**config.mk**
```make
export PLATFORM = sky130hd
export DESIGN_NAME = vx_alu_lane_splitter
export DESIGN_NICKNAME = d
export VERILOG_FILES = /design/src/rtl/vx_alu_lane_splitter_pkg.sv /design/src/rtl/vx_alu_lane_splitter_finder.sv /design/src/rtl/vx_alu_lane_splitter.sv
export SDC_FILE = /design/constraint.sdc
export NUM_CORES = 1
export LEC_CHECK = 0
export BUFFER_PORTS_ARGS = -buffer_cell sky130_fd_sc_hd__buf_2
export CAP_MARGIN = 20
export CORE_AREA = 5 5 434 436
export DETAILED_ROUTE_END_ITERATION = 10
export DIE_AREA = 0 0 439 441
export GPL_ROUTABILITY_DRIVEN = 1
export GPL_TIMING_DRIVEN = 1
export HOLD_SLACK_MARGIN = 0.05
export SETUP_SLACK_MARGIN = 0.4
export SLEW_MARGIN = 0
export SYNTH_ARGS = -nofsm -noshare
export SYNTH_HDL_FRONTEND = slang
export SYNTH_HIERARCHICAL = 1
export SYNTH_SLANG_ARGS = --single-unit
```
**constraint.sdc**
```tcl
create_clock -name clk -period 42.6 [get_ports clk]
set_input_delay 8.52 -clock clk [delete_from_list [all_inputs] [get_ports clk]]
set_output_delay 8.52 -clock clk [all_outputs]
set_load 0.02 [all_outputs]
```
**src/rtl/vx_alu_lane_splitter_pkg.sv**
```systemverilog
// Shared definitions for the partial-lane execute transmit path.
// - calc_num_batch / calc_pid_w derive batch count and batch-index width
//   from the thread and lane counts.
// - batch_hdr_t is the per-batch header {pid, sop, eop} as seen by the
//   commit gather stage (pid sized for the widest supported configuration).
// - lane_opnd_t is the per-lane operand bundle {rs1, rs2, rs3} at the
//   default operand width.
package vx_alu_lane_splitter_pkg;

    localparam int MAX_PID_W = 8;
    localparam int OPND_XLEN = 32;

    function automatic int calc_num_batch(input int thread_cnt, input int num_lanes);
        return thread_cnt / num_lanes;
    endfunction

    function automatic int calc_pid_w(input int num_batch);
        return (num_batch > 1) ? $clog2(num_batch) : 1;
    endfunction

    typedef struct packed {
        logic [MAX_PID_W-1:0] pid;
        logic                 sop;
        logic                 eop;
    } batch_hdr_t;

    typedef struct packed {
        logic [OPND_XLEN-1:0] rs1;
        logic [OPND_XLEN-1:0] rs2;
        logic [OPND_XLEN-1:0] rs3;
    } lane_opnd_t;

endpackage

```
**src/rtl/vx_alu_lane_splitter_finder.sv**
```systemverilog
// vx_lane_batch_finder: combinational search over a thread mask split into
// NUM_LANES-wide batches.
// Ports:
//   tmask      in  thread mask to search
//   cur_pid    in  batch currently being emitted
//   from_start in  1: search from batch 0 (new packet); 0: search above cur_pid
//   next_pid   out lowest nonzero batch index matching the search (0 if none)
//   found      out a matching nonzero batch exists
//   is_last    out no nonzero batch exists above next_pid
module vx_lane_batch_finder
    import vx_alu_lane_splitter_pkg::*;
#(
    parameter  int THREAD_CNT = 8,
    parameter  int NUM_LANES  = 2,
    localparam int NUM_BATCH  = calc_num_batch(THREAD_CNT, NUM_LANES),
    localparam int PID_W      = calc_pid_w(NUM_BATCH)
) (
    input  logic [THREAD_CNT-1:0] tmask,
    input  logic [PID_W-1:0]      cur_pid,
    input  logic                  from_start,
    output logic [PID_W-1:0]      next_pid,
    output logic                  found,
    output logic                  is_last
);

    logic [NUM_BATCH-1:0] nz;

    always_comb begin
        nz       = '0;
        next_pid = '0;
        found    = 1'b0;
        is_last  = 1'b1;
        for (int b = 0; b < NUM_BATCH; b++) begin
            nz[b] = |tmask[b*NUM_LANES +: NUM_LANES];
        end
        // Scan downwards so the lowest qualifying batch is the one that sticks.
        for (int b = NUM_BATCH - 1; b >= 0; b--) begin
            if (nz[b] && (from_start || (b > int'(cur_pid)))) begin
                next_pid = b[PID_W-1:0];
                found    = 1'b1;
            end
        end
        for (int b = 0; b < NUM_BATCH; b++) begin
            if (nz[b] && (b > int'(next_pid))) begin
                is_last = 1'b0;
            end
        end
    end

endmodule

```
**src/rtl/vx_alu_lane_splitter.sv**
```systemverilog
// vx_alu_lane_splitter: splits one THREAD_CNT-wide dispatch packet into a
// sequence of NUM_LANES-wide batches, skipping batches whose mask slice is
// all zero. A packet with an empty mask still emits one batch (pid 0).
// Ports:
//   clk, reset                 clock, asynchronous active-low reset
//   in_valid/in_ready          packet handshake
//   in_tmask/in_data/in_meta   packet mask, rs1/rs2/rs3 per thread, metadata
//   out_valid/out_ready        batch handshake
//   out_tmask/out_data         mask and operands of the lanes in batch out_pid
//   out_meta                   packet metadata, repeated on every batch
//   out_pid/out_sop/out_eop    batch index, first/last emitted batch flags
module vx_alu_lane_splitter
    import vx_alu_lane_splitter_pkg::*;
#(
    parameter  int THREAD_CNT = 8,
    parameter  int NUM_LANES  = 2,
    parameter  int XLEN       = 32,
    parameter  int META_W     = 64,
    localparam int NUM_BATCH  = calc_num_batch(THREAD_CNT, NUM_LANES),
    localparam int PID_W      = calc_pid_w(NUM_BATCH),
    localparam int LANE_W     = 3 * XLEN
) (
    input  logic                          clk,
    input  logic                          reset,
    input  logic                          in_valid,
    output logic                          in_ready,
    input  logic [THREAD_CNT-1:0]         in_tmask,
    input  logic [THREAD_CNT*LANE_W-1:0]  in_data,
    input  logic [META_W-1:0]             in_meta,
    output logic                          out_valid,
    input  logic                          out_ready,
    output logic [NUM_LANES-1:0]          out_tmask,
    output logic [NUM_LANES*LANE_W-1:0]   out_data,
    output logic [META_W-1:0]             out_meta,
    output logic [PID_W-1:0]              out_pid,
    output logic                          out_sop,
    output logic                          out_eop
);

    // Control state
    logic             held_valid_q, held_valid_d;
    logic [PID_W-1:0] pid_q, pid_d;
    logic             sop_q, sop_d;
    logic             eop_q, eop_d;

    // Held packet, viewed as one entry per batch so the pid selects a slice
    logic [NUM_BATCH-1:0][NUM_LANES-1:0]        tmask_q, tmask_d;
    logic [NUM_BATCH-1:0][NUM_LANES*LANE_W-1:0] data_q, data_d;
    logic [META_W-1:0]                          meta_q, meta_d;

    logic                  accept;
    logic                  fire;
    logic [THREAD_CNT-1:0] f_tmask;
    logic [PID_W-1:0]      f_next;
    logic                  f_found;
    logic                  f_last;

    // eop is registered so in_ready never depends on the finder, which in
    // turn is steered by in_ready (avoids a combinational loop).
    assign in_ready = ~held_valid_q | (held_valid_q & out_ready & eop_q);
    assign accept   = in_valid & in_ready;
    assign fire     = held_valid_q & out_ready;

    // When a new packet may be taken the finder looks at the incoming mask
    // from batch 0; otherwise it looks for the next batch of the held mask.
    assign f_tmask = in_ready ? in_tmask : tmask_q;

    vx_lane_batch_finder #(
        .THREAD_CNT (THREAD_CNT),
        .NUM_LANES  (NUM_LANES)
    ) u_finder (
        .tmask      (f_tmask),
        .cur_pid    (pid_q),
        .from_start (in_ready),
        .next_pid   (f_next),
        .found      (f_found),
        .is_last    (f_last)
    );

    always_comb begin
        held_valid_d = held_valid_q;
        pid_d        = pid_q;
        sop_d        = sop_q;
        eop_d        = eop_q;
        tmask_d      = tmask_q;
        data_d       = data_q;
        meta_d       = meta_q;
        if (accept) begin
            held_valid_d = 1'b1;
            pid_d        = f_next;
            sop_d        = 1'b1;
            eop_d        = f_last;
            tmask_d      = in_tmask;
            data_d       = in_data;
            meta_d       = in_meta;
        end else if (fire) begin
            if (eop_q) begin
                held_valid_d = 1'b0;
                sop_d        = 1'b1;
            end else begin
                pid_d = f_found ? f_next : pid_q;
                sop_d = 1'b0;
                eop_d = f_last;
            end
        end
    end

    always_ff @(posedge clk or negedge reset) begin
        if (!reset) begin
            held_valid_q <= 1'b0;
            pid_q        <= '0;
            sop_q        <= 1'b1;
            eop_q        <= 1'b0;
        end else begin
            held_valid_q <= held_valid_d;
            pid_q        <= pid_d;
            sop_q        <= sop_d;
            eop_q        <= eop_d;
        end
    end

    always_ff @(posedge clk) begin
        tmask_q <= tmask_d;
        data_q  <= data_d;
        meta_q  <= meta_d;
    end

    // Outputs are forced to zero while idle so stale packet contents never
    // show up after a drain or a reset.
    assign out_valid = held_valid_q;
    assign out_pid   = held_valid_q ? pid_q          : '0;
    assign out_sop   = held_valid_q & sop_q;
    assign out_eop   = held_valid_q & eop_q;
    assign out_tmask = held_valid_q ? tmask_q[pid_q] : '0;
    assign out_data  = held_valid_q ? data_q[pid_q]  : '0;
    assign out_meta  = held_valid_q ? meta_q         : '0;

endmodule

```
==> impl_metrics.py <==
metrics = {
    "clock_network": {
        "cts_resized": 0,
        "clk_pin_slew_ns": 0.06,
        "clkLatencyLatePin_ns": 0.71,
        "cts-buffers-inserted": 94,
        "htree_levels": 3,
        "cts_hold_buf": 0,
        "cts_sinks": 845,
        "cts_root_buf": "clkbuf_16",
        "post_cts_buffers": 0,
        "cts_tree": "built",
        "cts_buffer_depth": 3,
    },
    "route": {
        "viasPerCell": 3.714,
        "drt-total-wl_mm": 124.4,
        "dr.first_iter.drc_count": 1754,
        "drc": 0,
        "post_drt_wl_per_cell_um": 24.25,
        "antenna_left": 0,
        "first_pass_iters": 5,
        "num_vias": 19060,
    },
    "timing": {
        "setup_tns_ns": 0,
        "rsz0062_at_grt": "false",
        "max_slew_margin": 0.2029,
        "final_hold_viol_count": 0,
        "setup_slack_ns": 24.60,
        "fin_skew_ns": 0.01736,
        "fin_crit_ns": 18.00,
        "setup_viol": 0,
        "worst_slew_pin_slew_ns": 1.196,
        "period_share": 0.4226,
        "drv_slew": 0,
        "max_freq_mhz": 55.54,
    },
    "synthesis": {
        "async_flop_share": 0.005917,
        "synth_largest_area_cell": "edfxtp_1",
        "ys_types": 31,
        "yosysWarnings": 6,
        "synth_area_per_cell_sq_um": 22.64,
        "synth_ff_type": "edfxtp_1",
        "synth-seq-cells": 845,
        "syn_area_sq_um": 32150,
        "yosys-top-cells-area": "edfxtp_1 78%, mux4_2 14%, and2_1 5.1%",
        "synth_top_area_frac": 0.7847,
        "synth-edff-count": 840,
        "synth_common_cells": "840 x edfxtp_1, 262 x and2_1, 194 x mux4_2",
        "postSynthCellCount": 1420,
        "synthesis.nets": 2264,
        "ys_seq_area_frac": 0.7886,
        "yosysMostFrequentCell": "edfxtp_1",
    },
    "placed_design": {
        "gp_routability_congestion": 0.9330,
        "place.port_buffers": 1107,
        "dp_slack_ns": 24.58,
        "placed_cells": 4953,
        "hpwl_mm": 97.72,
    },
    "floorplan": {
        "die_area_sq_um": 193600,
        "num_io_pins": 1108,
        "rows": 158,
        "fp.dieH_um": 441,
        "die_w_um": 439,
        "start_util": 0.1745,
        "core-area_sq_um": 184200,
    },
    "global_routing": {
        "grt_pass1_wl_mm": 160.5,
        "grt.total_usage": 0.1215,
        "grt_max_degree": 203,
        "grt_pass1_vias": 19620,
        "antenna_found_initial": 40,
        "grt_overflow": 0,
    },
    "critical_path": {
        "worstPathRequired_ns": 34.08,
        "crit_fanout": 11,
        "r2r-end": "data_q[57]",
        "start_kind": "input pin",
        "cp-end-kind": "output port",
        "crit_arrival_ns": 9.48,
        "ff2ff_path_depth": 8,
        "reg2reg_slack_ns": 36.44,
        "r2r_start": "out_valid",
        "critPathKind": "in2out",
    },
    "power": {
        "power_leakage_nw": 15.83,
        "power_density_nw_per_um2": 67.24,
        "ir_drop_mv": 0.03659,
        "p_total_mw": 2.940,
    },
    "outcome": {
        "status": "finished, final reports clean",
    },
    "hold_path": {
        "hold_end": "sop_q",
        "hold_path_class": "reg2reg",
        "min_path_cells": 2,
        "hp-start": "sop_q",
    },
    "final_layout": {
        "regArea_sq_um": 25360,
        "post-route-util": 0.2373,
        "drive_gt1_frac": 0.5607,
        "area_growth_pct": 36.00,
        "final_nets": 3413,
        "multi_input_area_sq_um": 6351,
        "n_fill_cell": 19180,
        "stdcell_count": 5132,
    },
    "job": {
        "maxCapViolCount": 0,
    },
}
[worst max-delay path by stage]
stage	slack, ns	to	startpoint
floorplan	11.33	data_q[0]	out_ready
global placement	24.56	in_ready	out_ready
detailed placement	24.58	in_ready	out_ready
CTS	24.58	in_ready	out_ready
global route	24.54	in_ready	out_ready
finish	24.60	in_ready	out_ready
[logic make-up after synthesis]
kind of cell / Yosys count / share of synthesized area
flip-flops: 845 / 0.7886
AND/OR/NAND/NOR: 278 / 0.05383
multiplexers: 206 / 0.1401
buffers and inverters: 79 / 0.01405
AO/OA/AOI/OAI: 12 / 0.003426
[routing by layer]
layer,part of all wire,global-route usage
met3,0.12,0.05509
met2,0.50,0.2051
met5,0.00083,0
met1,0.35,0.1368
met4,0.029,0.03950
[sequential cells by signal (all words and copies together), names as in the netlist]
name and flops:
eop_q 1, meta_q 64, pid_q 2, out_valid 1, tmask_q 8, data_q 768, sop_q 1
[critical path: stages]
cell,delay [ns]
buf_2,0.24
a21boi_1,0.11
buf_4,0.20
inv_1,0.19
buf_2,0.21
[layout make-up]
class | count | area share
antenna | 7 | 0.0004007
clock buffer | 111 | 0.05575
clock inverter | 61 | 0.01623
inverter | 4 | 0.0003434
multi-input combinational | 496 | 0.1453
sequential | 845 | 0.5801
tap | 2480 | 0.07098
timing repair buffer | 1128 | 0.1309
[placed cells by master (no fill, tap or decap), drive strengths merged, types with 2 or more instances in the layout]
cell type     n
clkbuf      111
bufinv       11
edfxtp      840
dfrtp         4
o21ai         2
clkinv       40
diode         7
nand3         2
mux4        194
inv          10
clkinvlp      4
nor2b         2
nand4b        2
nor2          3
buf        1128
nand2         3
a21oi         3
a21boi        2
mux2         11
or2           2
and2        262
[stage by stage]
| stage | hold WS [ns] | instance area (sq um) |
|---|---|---|
| 5_1_grt | 0.6276 | 43720 |
| 3_5_place_dp | 0.5608 | 40550 |
| 4_1_cts | 0.5778 | 43700 |
| 6_report | 0.5651 | 43720 |
| 2_1_floorplan | 0.5294 | 32150 |
| 3_3_place_gp | 0.5630 | 40550 |
[where the power goes]
| group | internal (mW) | switching (mW) |
|---|---|---|
| Sequential | 1.06 | 0.0577 |
| Clock | 0.480 | 0.350 |
| Combinational | 0.375 | 0.620 |
| Total | 1.91 | 1.03 |
Power figures use the tool's default switching activity.
